`src/rtl/dram_4x72.sv`:
```
// 4 x 72-bit word store: one write or one registered read per clock, async active-low clear.
// Optional macro DRAM_WRITE_THROUGH_EN: a write also drives dataIN onto dataOUT on the same edge.

module dram_4x72_word #(
  parameter int DATA_W = 72
) (
  input  logic              clk,
  input  logic              reset,
  input  logic              we,
  input  logic [DATA_W-1:0] din,
  output logic [DATA_W-1:0] q
);

  always_ff @(posedge clk or negedge reset) begin
    if (!reset)  q <= '0;
    else if (we) q <= din;
  end

endmodule

module dram_4x72 #(
  parameter int DATA_W = 72,
  parameter int ADDR_W = 2
) (
  input  logic              clk,
  input  logic              reset,
  input  logic [ADDR_W-1:0] address,
  input  logic [DATA_W-1:0] dataIN,
  output logic [DATA_W-1:0] dataOUT,
  input  logic              Write_ReadCOMP
);

  localparam int DEPTH = 2 ** ADDR_W;

  logic [DEPTH-1:0][DATA_W-1:0] words;
  logic [DEPTH-1:0]             word_we;

  // One storage word per address; full binary decode, every code valid.
  for (genvar i = 0; i < DEPTH; i++) begin : g_word
    assign word_we[i] = Write_ReadCOMP && (address == ADDR_W'(i));

    dram_4x72_word #(.DATA_W(DATA_W)) u_word (
      .clk   (clk),
      .reset (reset),
      .we    (word_we[i]),
      .din   (dataIN),
      .q     (words[i])
    );
  end

  always_ff @(posedge clk or negedge reset) begin
    if (!reset) begin
      dataOUT <= '0;
    end else if (!Write_ReadCOMP) begin
      dataOUT <= words[address];
    end else begin
`ifdef DRAM_WRITE_THROUGH_EN
      dataOUT <= dataIN;
`else
      dataOUT <= dataOUT;
`endif
    end
  end

endmodule

```
`config.mk`:
```
export PLATFORM = sky130hd
export DESIGN_NAME = dram_4x72
export DESIGN_NICKNAME = d
export VERILOG_FILES = /design/src/rtl/dram_4x72.sv
export SDC_FILE = /design/constraint.sdc
export NUM_CORES = 1
export LEC_CHECK = 0
export CORE_MARGIN = 4
export CORE_UTILIZATION = 46
export CTS_BUF_LIST = sky130_fd_sc_hd__clkbuf_16
export DETAILED_ROUTE_END_ITERATION = 10
export PLACE_DENSITY = 0.66
export SYNTH_ARGS = -nofsm -noshare
export SYNTH_HDL_FRONTEND = slang
export SYNTH_SLANG_ARGS = --single-unit
```
`constraint.sdc`:
```
create_clock -name clk -period 1 [get_ports clk]
set_input_delay 0.2 -clock clk [delete_from_list [all_inputs] [get_ports clk]]
set_output_delay 0.2 -clock clk [all_outputs]
set_load 0.01 [all_outputs]
```
# Word-level counts from Yosys, hierarchy flattened
# Index checks and enable logic that the tools add are counted.
# op_classes
div_mod_pow	0
magnitude_cmp	1
eq_ne	3
shift	0
bitwise	0
n_mul	0
mux	2
addsub	0
reduce_logical	5
# ops
op	count
72-bit binary-select mux with 2-bit select	1
72-bit 2-to-1 mux	1
2-bit == test (second input constant)	2
1-bit logical AND	4
2-bit by 3-bit < comparator with 1-bit output (second input constant)	1
2-bit by 1-bit == test with 1-bit output (second input constant)	1
2-bit logical NOT	1
# totals
in_bits	77
rom_bits	0
memories	0
ram_bits	0
ff_bits	360
word_cells	16
latch_bits	0
out_inout_bits	72

# Depth between registers and ports, before layout
# logic_depth
depth_word	2
ltp_mapped	6
ltp_nobuf	3

# Cells and area by module
# A second synthesis with hierarchy kept.
# hier_totals
hier_cells	1098
area_unflattened_um2	16824.9
# by_module_without_submodules
mod	n_inst	area_per_inst_um2	seq_area_each_um2	cells_each
dram_4x72_word	4	3026.7	1801.7	152
dram_4x72	1	4718.3	1801.7	490

# Least setup slack after synthesis
# Ideal clock, no wire load.
# synth_timing
path_kind	input -> register
startpoint	input address[1]
endpoint	register g_word[0].u_word.q[0]
t_required_ps	875
arrival_ps	1218
n_path_buf	3
setup_ps	125
path_stages	5
slack_ps	-343
cell_sequence	buf_2 nor3b_1 buf_2 buf_4 mux2_2
# synth_via
elab_chain_cells	2
# synth_rtl
element	line_no	source
from (decl)	27	input logic [ADDR_W-1:0] address,
2-bit logical NOT	40	assign word_we[i] = Write_ReadCOMP && (address == ADDR_W'(i));
1-bit logical AND	40	
to (signal assigned)	16	else if (we) q <= din;
to (decl)	11	output logic [DATA_W-1:0] q
# Every way passes these cells.
# A chain may end at the register's enable or synchronous reset.

# Worst setup path after layout
# layout_timing
startpoint	register dataOUT[39]
endpoint	output dataOUT[39]
# layout_lines
element	line_no	source
from (decl)	29	output logic [DATA_W-1:0] dataOUT,
from (signal assigned)	55	dataOUT <= words[address];
from (signal assigned)	60	dataOUT <= dataOUT;
# No word-level cell between the ends.

==> impl_metrics.yaml <==
outcome:
  status: "finished, violations left"
  violations: "setup timing"
place:
  dpl_cell_area_sq_um: 17940
  port_buffers: 148
  gp_congestion: 0.7406
  dp_cells: 1687
  place.detailed.hpwl_mm: 22.73
synth:
  yosysSeqAreaShare: 0.5867
  synth-seq-cells: 360
  synth_cells: 1099
  synth_nets: 1176
  synthArstFlopShare: 1.000
  synth_simple_gate_area_frac: 0.03251
  synth.distinct_cells: 25
  synth_top_family_by_area: "multiplexers"
  yosysTopAreaCell: "dfrtp_1"
  synth_area_per_cell_sq_um: 13.97
  synthMuxAreaShare: 0.2581
  synth_compound_area_frac: 0.07789
  synthesis.area_sq_um: 15360
  synth_area_leaders: "dfrtp_1 59%, mux2_2 21%, mux2i_1 4.7%"
  synth_fa_ha_area_frac: 0
  synth_xor_area_frac: 0
  ys_warn_count: 0
  yosysTopAreaCellShare: 0.5867
  synth_edf_count: 0
  synth-main-ff-cell: "dfrtp_1"
sta:
  relSlewSlack: 0.7526
  skew_ns: 0.007433
  hold_viol_final: 0
  post-route-period-util: 1.297
  rsz0062_at_grt: "yes"
  post-route-min-period_ns: 1.297
  tns_ns: -18.06
  fmax_mhz: 771.3
  setup_ws_ns: -0.2966
  tightestPinTransition_ns: 0.3711
  setup_viol_count_final: 96
  maxSlewViolCount: 0
power:
  ir_drop_mv: 0.9857
  comb_power_share: 0.191
  p_leak_uw: 0.008865
  p_int_uw: 29800
  p_sw_uw: 10160
  power_frac_clock: 0.336
  swShare: 0.2542
  p_total_uw: 39960
  power_frac_seq: 0.473
  power_density_nw_per_um2: 2023
clock_network:
  cts-root-buf: "clkbuf_16"
  htree_num_levels: 2
  cts_tree: "done"
  cts.sinks: 360
  cts_buffers: 40
  clk_latency_ns: 0.51
  clk_pin_slew_ns: 0.06
  clockBufferDepth: 3
grt:
  grt_max_degree: 72
  globalRoute.totalOverflow: 0
  grt_pass1_vias: 10700
  grt_usage: 0.2102
  grt_pass1_wl_mm: 60.04
  antenna_found_initial: 3
floorplan:
  dieWidth_um: 190.7
  io-pin-count: 149
  row_count: 66
  initial_utilization: 0.4696
  coreArea_sq_um: 32700
  die-area_sq_um: 36370
  die_h_um: 190.7
critical_path:
  slowest_delay_ns: 0.42
  critPathLaunch: "dataOUT[39]"
  path_max_fanout: 2
  slowest_stage: "dfrtp_1"
  critical_path_class: "flip-flop to primary output"
  r2r_end: "dataOUT[64]"
  cp-start-kind: "flip-flop"
  timing.rr.start: "dataOUT[64]"
  path_buf_inv: 1
  crit_chain: "buf_2"
  r2r_slack_ns: -0.07
  r2r_cells: 4
  end_kind: "primary output"
  cpLargestDelayFamily: "flip-flops"
  crit_arrival_ns: 1.10
  worst_ep_required_time_ns: 0.80
layout:
  final_cell_mix: "360 x dfrtp_1, 258 x mux2_2, 73 x nor2_1, 72 x mux2i_1, 72 x clkdlybuf4s50_1"
  final_common_cell: "dfrtp_1"
  antennaDiodeCount: 0
  finalNonFillerCells: 1810
  area_delta_synth_final_pct: 28.66
  design_area_sq_um: 19760
  nets: 1420
  final_layout_size_suffix_gt1_frac: 0.4240
detailed_routing:
  drt_iter0_markers: 653
  wirelength_mm: 38.15
  drtPass1Iterations: 6
  route.vias.total: 9993
  drc: 0
  routed_via_density: 5.521
  wl_per_cell_um: 21.08
  ant_nets: 0
run:
  cap_viol_max_count: 0
hold_path:
  hp-class: "input port to async pin"
[flip-flops by register name (all words and copies together) (netlist names)]
register	count
dataOUT	72
g_word.u_word.q	288
[cell type report]
type,count,area (sq um)
timing repair buffer,282,3027
clock buffer,41,1026
tap,442,553.0
clock inverter,26,158.9
fill,2634,12940
multi-input combinational,613,5812
inverter,46,172.7
sequential,360,9009
[routing by layer]
metal | global-route usage | wire length, um
met2 | 0.3550 | 18520
met1 | 0.2798 | 16800
met3 | 0.04248 | 1859
met4 | 0.05470 | 936
met5 | 0 | 40
[worst max path at each step]
stage                             endpoint  cells past startpoint  slack [ns]
CTS                            dataOUT[56]                      1       -0.30
global placement    g_word[0].u_word.q[45]                      5       -0.94
floorplan            g_word[0].u_word.q[0]                      5       -0.25
global route                   dataOUT[59]                      1       -0.33
finish                         dataOUT[39]                      1       -0.30
detailed placement  g_word[0].u_word.q[67]                      5       -0.97
[metrics by stage]
stage,utilization,hold WS (ns),worst slack [ns]
after floorplan,-,-0.09559,-0.2466
after global placement,0.5486,0.06293,-0.9449
after detailed placement,0.5486,0.05996,-0.9676
after CTS,0.5965,0.1180,-0.3041
after global routing,0.6042,0.1454,-0.3278
final,0.6042,0.1316,-0.2966
[power groups by stage]
stage / sequential [uW] / combinational, uW / clock, uW
floorplan: 18900 / 4190 / 0
global placement: 19000 / 7150 / 0
detailed placement: 19100 / 7340 / 0
CTS: 18800 / 7360 / 13700
global route: 19200 / 8390 / 14400
finish: 18900 / 7650 / 13400
[Yosys cell counts, types with 2 or more instances]
cell      instances
a222oi_1         46
nor2_1           73
buf_2            45
a211oi_1         26
nand3b_1          2
buf_12            6
o21a_1           46
mux2i_1          72
mux2_2          288
buf_6             3
o31ai_1          26
inv_1            46
buf_4            10
nand2b_1         27
dfrtp_1         360
clkbuf_1         14
[timing repair]
action	4_1_cts	5_1_grt
pin swaps	24	28
gates resized for setup	358	53
buffers inserted	40	18
setup endpoints to repair	432	285
cloned	12	1
hold buffers	1	0
hold endpoints to repair	360	0
[kinds of logic (layout without fill, tap and decap cells)]
logic type | count (synthesis) | after routing
AND/OR/NAND/NOR | 109 | 109
flip-flops | 360 | 360
multiplexers | 360 | 360
AO/OA/AOI/OAI | 144 | 144
buffers and inverters | 126 | 395
Note: power is estimated with default switching activity, not from simulation.
